===== config.mk =====
export PLATFORM = sky130hd
export DESIGN_NAME = wvb_readout_arbiter
export DESIGN_NICKNAME = d
export VERILOG_FILES = /design/src/rtl/wvb_arb_pkg.sv /design/src/rtl/wvb_rd_skid.sv /design/src/rtl/wvb_readout_arbiter.sv
export SDC_FILE = /design/constraint.sdc
export NUM_CORES = 1
export LEC_CHECK = 0
export BUFFER_PORTS_ARGS = -buffer_cell sky130_fd_sc_hd__buf_2
export CAP_MARGIN = 10
export CORE_AREA = 5 5 236 238
export DETAILED_ROUTE_END_ITERATION = 8
export DIE_AREA = 0 0 241 243
export GPL_TIMING_DRIVEN = 0
export SETUP_SLACK_MARGIN = 0.1
export SYNTH_ARGS = -nofsm -noshare
export SYNTH_HDL_FRONTEND = slang
export SYNTH_HIERARCHICAL = 1
export SYNTH_SLANG_ARGS = --single-unit
export TNS_END_PERCENT = 1

===== constraint.sdc =====
create_clock -name clk -period 3.29 [get_ports clk]
set_input_delay 0.329 -clock clk [delete_from_list [all_inputs] [get_ports clk]]
set_output_delay 0.329 -clock clk [all_outputs]
set_load 0.03 [all_outputs]

===== src/rtl/wvb_arb_pkg.sv =====
// Shared definitions for the waveform-buffer readout arbiter:
// FSM state encoding and the location of the length field inside a header.
package wvb_arb_pkg;

  typedef enum logic [2:0] {
    ST_IDLE    = 3'd0,
    ST_HDR_POP = 3'd1,
    ST_HDR_OUT = 3'd2,
    ST_DATA    = 3'd3,
    ST_DONE    = 3'd4
  } arb_state_t;

  // Header bits [HDR_LEN_LSB +: HDR_LEN_W] hold (word count - 1).
  localparam int HDR_LEN_LSB = 0;
  localparam int HDR_LEN_W   = 15;

endpackage


===== src/rtl/wvb_rd_skid.sv =====
// Two-entry skid FIFO between the buffer read port and the downstream
// valid/ready data port. A last flag travels with every word. The producer
// guarantees it never pushes into a full FIFO. Output data reads as zero
// whenever the FIFO is empty.
module wvb_rd_skid #(
  parameter int DATA_W = 28
) (
  input  logic              clk,
  input  logic              rst_n,
  input  logic              push,
  input  logic [DATA_W-1:0] push_data,
  input  logic              push_last,
  input  logic              pop_ready,
  output logic              out_valid,
  output logic [DATA_W-1:0] out_data,
  output logic              out_last,
  output logic              pop,
  output logic [1:0]        count
);

  logic [DATA_W-1:0] mem_data [2];
  logic [1:0]        mem_last;
  logic              rptr;
  logic              wptr;

  assign out_valid = (count != 2'd0);
  assign pop       = out_valid & pop_ready;
  assign out_data  = out_valid ? mem_data[rptr] : '0;
  assign out_last  = out_valid & mem_last[rptr];

  // Pointer and occupancy bookkeeping.
  always_ff @(posedge clk or negedge rst_n) begin
    if (!rst_n) begin
      rptr  <= 1'b0;
      wptr  <= 1'b0;
      count <= 2'd0;
    end else begin
      if (push) wptr <= ~wptr;
      if (pop)  rptr <= ~rptr;
      count <= count + {1'b0, push} - {1'b0, pop};
    end
  end

  // Storage for word and last flag; contents are only observed while valid.
  always_ff @(posedge clk) begin
    if (push) begin
      mem_data[wptr] <= push_data;
      mem_last[wptr] <= push_last;
    end
  end

endmodule


===== src/rtl/wvb_readout_arbiter.sv =====
// Round-robin readout arbiter sharing one downstream port among P_N_CHAN
// waveform buffers: grant, pop header, present header, stream data words
// through a 2-entry skid FIFO, then pulse rddone.
// Optional build macro WVB_ARB_STATS_EN adds stats_clr input and the
// per-channel saturating waveform counters on wvf_count.
module wvb_readout_arbiter
  import wvb_arb_pkg::*;
#(
  parameter int P_N_CHAN     = 4,
  parameter int P_DATA_WIDTH = 28,
  parameter int P_HDR_WIDTH  = 87,
  parameter int P_ADR_WIDTH  = HDR_LEN_W,
  parameter int P_CHAN_WIDTH = 2
) (
  input  logic                             clk,
  input  logic                             rst_n,
  input  logic                             arb_en,
  input  logic [P_N_CHAN-1:0]              chan_mask,
  input  logic [P_N_CHAN-1:0]              wvb_hdr_empty,
  input  logic [P_N_CHAN*P_HDR_WIDTH-1:0]  wvb_hdr_data_in,
  input  logic [P_N_CHAN*P_DATA_WIDTH-1:0] wvb_data_in,
  output logic [P_N_CHAN-1:0]              wvb_hdr_rdreq,
  output logic [P_N_CHAN-1:0]              wvb_rdreq,
  output logic [P_N_CHAN-1:0]              wvb_rddone,
  output logic [P_HDR_WIDTH-1:0]           out_hdr,
  output logic [P_CHAN_WIDTH-1:0]          out_hdr_chan,
  output logic                             out_hdr_valid,
  input  logic                             out_hdr_ready,
  output logic [P_DATA_WIDTH-1:0]          out_data,
  output logic                             out_valid,
  input  logic                             out_ready,
  output logic                             out_last,
  output logic                             busy
`ifdef WVB_ARB_STATS_EN
  ,
  input  logic                             stats_clr,
  output logic [P_N_CHAN*16-1:0]           wvf_count
`endif
);

  arb_state_t               state;
  arb_state_t               state_nxt;
  logic [P_CHAN_WIDTH-1:0]  cur;
  logic [P_CHAN_WIDTH-1:0]  rr;
  logic [P_CHAN_WIDTH-1:0]  grant;
  logic [P_N_CHAN-1:0]      elig;
  logic [P_HDR_WIDTH-1:0]   hdr_arr  [P_N_CHAN];
  logic [P_DATA_WIDTH-1:0]  data_arr [P_N_CHAN];
  logic [P_ADR_WIDTH-1:0]   req_cnt;
  logic                     req_done;
  logic                     vld_p1;
  logic                     last_p1;
  logic                     rd_go;
  logic [2:0]               occ;
  logic                     skid_pop;
  logic                     skid_last;
  logic [1:0]               skid_cnt;

  // First eligible channel at or after ptr, wrapping around.
  function automatic logic [P_CHAN_WIDTH-1:0] rr_pick(
    input logic [P_N_CHAN-1:0]     el,
    input logic [P_CHAN_WIDTH-1:0] ptr
  );
    logic [P_CHAN_WIDTH-1:0] sel;
    logic [P_CHAN_WIDTH-1:0] idx;
    logic                    found;
    sel   = '0;
    found = 1'b0;
    for (int k = 0; k < P_N_CHAN; k++) begin
      idx = P_CHAN_WIDTH'((int'(ptr) + k) % P_N_CHAN);
      if (!found && el[idx]) begin
        sel   = idx;
        found = 1'b1;
      end
    end
    return sel;
  endfunction

  function automatic logic [P_N_CHAN-1:0] onehot(input logic [P_CHAN_WIDTH-1:0] sel);
    logic [P_N_CHAN-1:0] v;
    v      = '0;
    v[sel] = 1'b1;
    return v;
  endfunction

  // Split the flat per-channel buses into indexable arrays.
  always_comb begin
    for (int i = 0; i < P_N_CHAN; i++) begin
      hdr_arr[i]  = wvb_hdr_data_in[i*P_HDR_WIDTH +: P_HDR_WIDTH];
      data_arr[i] = wvb_data_in[i*P_DATA_WIDTH +: P_DATA_WIDTH];
    end
  end

  assign elig  = chan_mask & ~wvb_hdr_empty;
  assign grant = rr_pick(elig, rr);
  assign busy  = (state != ST_IDLE);

  // Next-state logic and read-request gating. A request is allowed while
  // the word in flight plus the skid contents remaining after this cycle's
  // pop leave room for one more, which sustains one word per cycle.
  always_comb begin
    state_nxt = state;
    occ       = {2'b00, vld_p1} + {1'b0, skid_cnt} - {2'b00, skid_pop};
    rd_go     = 1'b0;
    wvb_rdreq = '0;
    unique case (state)
      ST_IDLE:    if (arb_en && (|elig)) state_nxt = ST_HDR_POP;
      ST_HDR_POP: state_nxt = ST_HDR_OUT;
      ST_HDR_OUT: if (out_hdr_ready) state_nxt = ST_DATA;
      ST_DATA: begin
        rd_go = !req_done && (occ < 3'd2);
        if (skid_pop && skid_last) state_nxt = ST_DONE;
      end
      ST_DONE:    state_nxt = ST_IDLE;
      default:    state_nxt = ST_IDLE;
    endcase
    if (rd_go) wvb_rdreq = onehot(cur);
  end

  // FSM state register.
  always_ff @(posedge clk or negedge rst_n) begin
    if (!rst_n) state <= ST_IDLE;
    else        state <= state_nxt;
  end

  // Grant, header latch, word counter and registered one-hot pulses.
  always_ff @(posedge clk or negedge rst_n) begin
    if (!rst_n) begin
      cur           <= '0;
      rr            <= '0;
      wvb_hdr_rdreq <= '0;
      wvb_rddone    <= '0;
      out_hdr       <= '0;
      out_hdr_chan  <= '0;
      out_hdr_valid <= 1'b0;
      req_cnt       <= '0;
      req_done      <= 1'b0;
      vld_p1        <= 1'b0;
      last_p1       <= 1'b0;
    end else begin
      wvb_hdr_rdreq <= '0;
      wvb_rddone    <= '0;
      unique case (state)
        ST_IDLE: begin
          if (state_nxt == ST_HDR_POP) begin
            cur           <= grant;
            wvb_hdr_rdreq <= onehot(grant);
          end
        end
        ST_HDR_POP: begin
          out_hdr       <= hdr_arr[cur];
          out_hdr_chan  <= cur;
          out_hdr_valid <= 1'b1;
          req_cnt       <= hdr_arr[cur][HDR_LEN_LSB +: P_ADR_WIDTH];
          req_done      <= 1'b0;
        end
        ST_HDR_OUT: begin
          if (out_hdr_ready) out_hdr_valid <= 1'b0;
        end
        ST_DATA: begin
          if (state_nxt == ST_DONE) wvb_rddone <= onehot(cur);
        end
        ST_DONE: begin
          rr <= (cur == P_CHAN_WIDTH'(P_N_CHAN - 1)) ? '0 : cur + P_CHAN_WIDTH'(1);
        end
        default: ;
      endcase
      if (rd_go) begin
        if (req_cnt == '0) req_done <= 1'b1;
        else               req_cnt  <= req_cnt - P_ADR_WIDTH'(1);
      end
      // ---- stage p1: buffer read data arrives one cycle after the request
      vld_p1  <= rd_go;
      last_p1 <= rd_go && (req_cnt == '0);
    end
  end

  wvb_rd_skid #(
    .DATA_W (P_DATA_WIDTH)
  ) u_skid (
    .clk       (clk),
    .rst_n     (rst_n),
    .push      (vld_p1),
    .push_data (data_arr[cur]),
    .push_last (last_p1),
    .pop_ready (out_ready),
    .out_valid (out_valid),
    .out_data  (out_data),
    .out_last  (skid_last),
    .pop       (skid_pop),
    .count     (skid_cnt)
  );

  assign out_last = skid_last;

`ifdef WVB_ARB_STATS_EN
  // Per-channel completed-waveform counters; clear has priority, saturate at max.
  always_ff @(posedge clk or negedge rst_n) begin
    if (!rst_n) begin
      wvf_count <= '0;
    end else begin
      for (int i = 0; i < P_N_CHAN; i++) begin
        if (stats_clr)
          wvf_count[i*16 +: 16] <= '0;
        else if (wvb_rddone[i] && (wvf_count[i*16 +: 16] != 16'hFFFF))
          wvf_count[i*16 +: 16] <= wvf_count[i*16 +: 16] + 16'd1;
      end
    end
  end
`endif

endmodule

==> results of run 1 <==
## kinds of logic after synthesis
logic type / Yosys count / synth area share
AO/OA/AOI/OAI: 43 / 0.02907
flip-flops: 185 / 0.4762
multiplexers: 149 / 0.2832
XOR/XNOR: 5 / 0.004240
AND/OR/NAND/NOR: 398 / 0.1601
buffers and inverters: 75 / 0.03561
adder cells (fa/ha/maj): 9 / 0.01163
## synth_stat cells, types with 2 or more instances
cell	count	area, um2
o21a_1	5	37.54
mux4_2	114	2567
or2_2	2	12.51
nor4_1	6	37.54
xnor2_1	3	26.28
nor2b_1	7	43.79
mux2i_1	32	320.3
o21ai_0	11	55.05
buf_12	3	60.06
nand2_1	275	1032
nor3_1	14	70.07
o2bb2ai_1	2	17.52
edfxtp_1	58	1742
mux2_2	2	22.52
dfrtp_1	127	3178
clkbuf_1	31	116.4
a31oi_1	5	31.28
buf_6	2	22.52
and3_1	11	68.82
and2_1	6	37.54
a21oi_1	3	15.01
nand2b_1	4	25.02
nand3_1	4	20.02
xor2_1	2	17.52
buf_1	5	18.77
buf_2	18	90.09
or3_1	2	12.51
ha_1	8	100.1
nor2_1	59	221.5
inv_1	16	60.06
o31ai_1	2	15.01
nor3_2	2	20.02
## power groups by stage
stage | clock network [W] | registers, W | logic [W]
finish | 0.00224 | 0.00374 | 0.00722
global route | 0.00242 | 0.00384 | 0.00786
CTS | 0.00234 | 0.00374 | 0.00739
detailed placement | 0 | 0.00377 | 0.00723
global placement | 0 | 0.00374 | 0.00713
floorplan | 0 | 0.00481 | 0.00370
## critical path: cells and delay by family, from the launching register on
family / cells / cell delay [ns]
DFF: 1 / 0.42
buffers and inverters: 4 / 0.50
AOI/OAI and AO/OA: 1 / 0.17
and+or+nand+nor: 4 / 0.56
adders and majority gates: 2 / 0.63
## area by class of cell
type | count | share of cell area
diodes | 8 | 0.001326
plain buffers | 58 | 0.02238
clock buffers | 17 | 0.02819
clock inverters | 15 | 0.01318
inverters | 16 | 0.003979
multi-input cells | 604 | 0.3367
flip-flops and latches | 185 | 0.3260
well taps | 696 | 0.05770
repair buffers | 615 | 0.2105
## registers in the layout, summed over array words and instances (netlist names)
| signal | cells |
|---|---|
| req_cnt | 15 |
| wvb_rddone | 4 |
| out_hdr_valid | 1 |
| last_p1 | 1 |
| out_hdr | 87 |
| u_skid/wptr | 1 |
| cur | 2 |
| u_skid/rptr | 1 |
| vld_p1 | 1 |
| rr | 2 |
| u_skid/mem_last | 2 |
| u_skid/count | 2 |
| u_skid/mem_data | 56 |
| out_hdr_chan | 2 |
| wvb_hdr_rdreq | 4 |
| req_done | 1 |
| state | 3 |
## metrics by stage
| stage | util | instance area, um2 | hold WS, ns | setup slack, ns |
|---|---|---|---|---|
| after floorplan | - | 10330 | 0.03341 | 0.4055 |
| after global placement | 0.2665 | 14230 | 0.4342 | -0.3272 |
| after detailed placement | 0.2678 | 14300 | 0.2731 | -0.4170 |
| after CTS | 0.2822 | 15070 | 0.1511 | 0.08860 |
| after global routing | 0.2825 | 15080 | 0.2302 | -0.00001399 |
| final | 0.2827 | 15090 | 0.2188 | 0.2032 |
## per-layer routing
metal | vias up | global-route usage | share of wire
met5 | - | 0 | 0.0020
met4 | 14 | 0.05825 | 0.035
met3 | 89 | 0.04904 | 0.079
met2 | 487 | 0.2633 | 0.50
met1 | 4661 | 0.1742 | 0.39
li1 | 4407 | - | -
## path summary, 6_finish.rpt
kind | end | slack, ns | depth (start not counted)
min reg2reg | u_skid/mem_last[0] | 0.46 | 0
max in group asynchronous | out_hdr[49] | 2.12 | 3
max reg2reg | out_hdr[26] | 0.45 | 6
min in group asynchronous | out_hdr[64] | 0.32 | 2
max | wvb_rdreq[1] | 0.20 | 11
min | state[0] | 0.22 | 3
## timing repair
action	CTS	global route
hold endpoints to repair	38	0
endpoints found under the setup margin	15	4
gates cloned	0	0
resized for setup	31	0
hold buffers	1	0
setup buffers	6	1
pin swaps	4	1
==> impl_metrics.tcl, run 1 <==
set metrics [dict create \
    power_frac_comb 0.547 \
    path_clk_slew_ns 0.08 \
    p_int_w 0.007143 \
    wl_per_cell_um 20.87 \
    max-slew-margin-rel 0.2529 \
    syn_avg_cell_area_um2 11.96 \
    setup_viol 0 \
    fillCellCount 5655 \
    finalCritPeriodShare 0.9382 \
    routabilityCongestion 0.8954 \
    dp.cells 2167 \
    tns_ns 0 \
    synth_nets 1346 \
    fin_nets 1979 \
    syn_to_final_growth_pct 46.09 \
    layout-drive-gt1-share 0.5344 \
    vias 9658 \
    avgViaCountPerCell 4.362 \
    core_area_um2 53390 \
    leakage_nw 7.191 \
    gr-usage-all-layers 0.1521 \
    grt_max_degree 90 \
    rsz0062_at_grt "true" \
    layout_common_cells "buf_2 (616), nand2_1 (275), dfrtp_1 (126)" \
    final_cells 2214 \
    cp_data_required_time_ns 2.96 \
    clk_latency_ns 0.48 \
    cp_common_cell "inv_2" \
    drtIter0Drc 458 \
    worstSetupPathType "reg2out" \
    worstSetupEndpointType "output port" \
    die_x_um 241 \
    dominantRegCellSynth "dfrtp_1" \
    ys_types 55 \
    gr-total-overflow 0 \
    portBuffers 605 \
    layout_commonest_cell "buf_2" \
    p_seq_frac 0.283 \
    p_per_area_nw_per_um2 874.4 \
    startpoint "u_skid/count[0]" \
    yosysWarnings 6 \
    dr.pass1.iters 5 \
    synth-edff-count 58 \
    crit_path_max_fanout 5 \
    fin_skew_ns 0.01136 \
    fp-row-count 85 \
    power_w 0.01320 \
    worstMarginPinSlew_ns 1.107 \
    seq_area_um2 4921 \
    cts_buffers 17 \
    dp_hpwl_um 38200 \
    crit_arrival_ns 2.76 \
    hold_viol_final 0 \
    vdd_drop_max_v 0.0003326 \
    ys_seq_elements 185 \
    drt-total-wl_um 46210 \
    period_minus_slack_ns 3.087 \
    clockBufferDepth 2 \
    antenna_found_initial 28 \
    critical_path.max_stage_delay_ns 0.42 \
    clock-sinks 185 \
    max_cap_viol_count 0 \
    clkPwrFrac 0.169 \
    ant_nets 0 \
    slew_violations 0 \
    worstPathCellList "o21ai_4 > inv_2 > ha_4 > nor2b_2 > fa_1 > nor2_1 > nand4_1 > inv_2 > clkbuf_16 > and2_4 > buf_6" \
    cp_slowest_cell "dfrtp_1" \
    grt_pass1_wl_um 64800 \
    yosysSeqAreaShare 0.4762 \
    switching_power_w 0.006055 \
    status "complete, no violations" \
    die_y_um 243 \
    htreeDepth 4 \
    clock.fmax_mhz 324.0 \
    hold_path.class "in2reg" \
    r2r-start "cur[1]" \
    multiInputGateArea_um2 5082 \
    synth-async-reset-ratio 0.6865 \
    first_global_vias 10170 \
    start_util 0.1935 \
    root_buffer "clkbuf_16" \
    drc_errors 0 \
    synth_cells 864 \
    die_area_um2 58560 \
    cp-start-kind "register" \
    io_pins 606 \
    syn_area_um2 10330 \
    cts_tree "done" \
    hold_start "out_hdr_ready" \
    swShare 0.4588 \
]
No activity file was read; power rests on OpenSTA's default activity.
==> run 2: changes to the inputs <==
--- a/config.mk
+++ b/config.mk
@@ -6,11 +6,12 @@
 export NUM_CORES = 1
 export LEC_CHECK = 0
 export BUFFER_PORTS_ARGS = -buffer_cell sky130_fd_sc_hd__buf_2
-export CAP_MARGIN = 10
-export CORE_AREA = 5 5 236 238
+export CAP_MARGIN = 40
+export CORE_AREA = 2 2 233 235
 export DETAILED_ROUTE_END_ITERATION = 8
-export DIE_AREA = 0 0 241 243
+export DIE_AREA = 0 0 235 237
 export GPL_TIMING_DRIVEN = 0
+export PLACE_DENSITY = 0.39
 export SETUP_SLACK_MARGIN = 0.1
 export SYNTH_ARGS = -nofsm -noshare
 export SYNTH_HDL_FRONTEND = slang
==> run 2 against run 1 <==
  * Sequential share of layout area is 0.067 points lower
  * Register-to-register slack better by 0.03 ns
  * Clock power is 7% lower
  * Largest cell class unchanged
  * Non-clock buffer count is 8 higher
==> impl_metrics.tcl, run 2 (synthesis results as in run 1) <==
set metrics [dict create \
    status "complete, no violations" \
    final_util 0.2839 \
    layout-drive-gt1-share 0.5369 \
    avgViaCountPerCell 4.247 \
    gr-total-overflow 0 \
    p_seq_frac 0.283 \
    p_int_w 0.007162 \
    root_buffer "clkbuf_16" \
    die_area_um2 55700 \
    crit_path_max_fanout 5 \
    path_clk_slew_ns 0.07 \
    start_util 0.1939 \
    clockBufferDepth 2 \
    finalCritPeriodShare 0.9358 \
    power_w 0.01318 \
    fin_skew_ns 0.01519 \
    cp_data_required_time_ns 2.96 \
    leakage_nw 7.210 \
    crit_arrival_ns 2.75 \
    setup_viol 0 \
    worstPathCellList "o21ai_4 > inv_2 > ha_4 > nor2b_4 > fa_1 > xor2_1 > nand4_1 > inv_2 > clkbuf_16 > and2_4 > buf_6" \
    die_y_um 237 \
    power_frac_comb 0.559 \
    cts_buffers 17 \
    max_flop_register "out_hdr" \
    cp-start-kind "register" \
    hold_path.class "in2reg" \
    vias 9442 \
    period_minus_slack_ns 3.079 \
    dr.pass1.iters 4 \
    grt_pass1_wl_um 65320 \
    swShare 0.4568 \
    fp-row-count 85 \
    grt_max_degree 74 \
    fin_nets 1987 \
    clock.fmax_mhz 324.8 \
    rsz0062_at_grt "true" \
    hold_viol_final 0 \
    clk_latency_ns 0.49 \
    routabilityCongestion 0.8386 \
    drt-total-wl_um 44510 \
    antenna_found_initial 20 \
    io_pins 606 \
    biggestRegsByFlops "out_hdr x87, u_skid/mem_data x56, req_cnt x15" \
    critical_path.max_stage_delay_ns 0.42 \
    layout_commonest_cell "buf_2" \
    drc_errors 0 \
    cp_common_cell "inv_2" \
    layout_common_cells "buf_2 (617), nand2_1 (275), dfrtp_1 (126)" \
    max_cap_viol_count 0 \
    final_cells 2223 \
    place_area_um2 14350 \
    worstSetupPathType "reg2out" \
    syn_to_final_growth_pct 46.40 \
    first_global_vias 10420 \
    max-slew-margin-rel 0.4523 \
    p_per_area_nw_per_um2 871.8 \
    portBuffers 605 \
    cts_tree "done" \
    clkPwrFrac 0.158 \
    vdd_drop_max_v 0.0003823 \
    htreeDepth 4 \
    largest_register_ffs 87 \
    stdcell_area_um2 15120 \
    worstMarginPinSlew_ns 0.8215 \
    cp_slowest_cell "dfrtp_1" \
    drtIter0Drc 398 \
    core_area_um2 53280 \
    whs_ns 0.1776 \
    switching_power_w 0.006023 \
    slew_violations 0 \
    worstSetupEndpointType "output port" \
    clock-sinks 185 \
    dp.cells 2172 \
    die_x_um 235 \
    dp_hpwl_um 36770 \
    ant_nets 0 \
    wl_per_cell_um 20.02 \
    gr-usage-all-layers 0.1604 \
]
-- run 2: changes by cell type in the layout (fill, tap and decap cells not counted), sizes merged --
cell / change
clkinv: +1
inv: -7
bufinv: -1
clkbuf: +6
buf: +8
clkinvlp: +1
diode: +1
-- run 2: path summary, 6_finish.rpt --
kind	start	to	slack, ns	cells past startpoint
worst min-delay path	out_hdr_ready	state[0]	0.18	3
min in group asynchronous	rst_n	out_hdr[60]	0.45	2
worst min register to register	last_p1	u_skid/mem_last[1]	0.45	0
worst max-delay path	u_skid/count[0]	wvb_rdreq[2]	0.21	11
max in group asynchronous	rst_n	out_hdr[37]	2.06	3
worst max register to register	u_skid/count[0]	req_cnt[9]	0.48	13
-- run 2: worst max-delay path, delay by kind of cell (launching register included) --
| kind | cells | cell delay [ns] |
|---|---|---|
| AO/OA/AOI/OAI | 1 | 0.17 |
| XOR/XNOR | 1 | 0.15 |
| adder cells (fa/ha/maj) | 2 | 0.66 |
| buffers and inverters | 4 | 0.49 |
| flip-flops | 1 | 0.42 |
| AND/OR/NAND/NOR | 3 | 0.38 |
-- run 2: power groups by stage --
stage	logic, W	clock network [W]	registers [W]
CTS	0.00757	0.00218	0.00374
global placement	0.00728	0	0.00376
finish	0.00737	0.00209	0.00373
detailed placement	0.00737	0	0.00376
floorplan	0.00370	0	0.00481
global route	0.00803	0.00225	0.00385
-- run 2: area by class of cell --
| class | instances | area [um2] |
|---|---|---|
| Multi-Input combinational cell | 604 | 5094 |
| Antenna cell | 9 | 22.52 |
| Sequential cell | 185 | 4921 |
| Tap cell | 696 | 870.8 |
| Buffer | 58 | 334.1 |
| Clock inverter | 9 | 88.84 |
| Clock buffer | 23 | 480.5 |
| Inverter | 16 | 60.06 |
| Timing Repair Buffer | 623 | 3253 |
| Fill cell | 5732 | 38160 |
-- run 2: per-layer routing --
layer  up-vias  share of wire  GRT usage
met1      4603           0.39     0.1790
met4        18          0.017    0.05504
met3        49          0.067    0.05316
met2       360           0.52     0.2853
met5         -         0.0026          0
li1       4412              -          -
-- run 2: repair_timing --
item / CTS / global route
resized for setup: 27 / 3
endpoints found under the setup margin: 10 / 4
hold buffers: 1 / 0
hold endpoints to repair: 72 / 0
pin swaps: 5 / 2
setup buffers: 9 / 1
-- run 2: per-stage QoR --
stage                     TNS (ns)  setup WS [ns]
after global routing             0       0.007363
after global placement      -26.15        -0.3935
after detailed placement    -1.925        -0.3930
after floorplan                  0         0.4055
final                            0         0.2114
after CTS                        0         0.1174
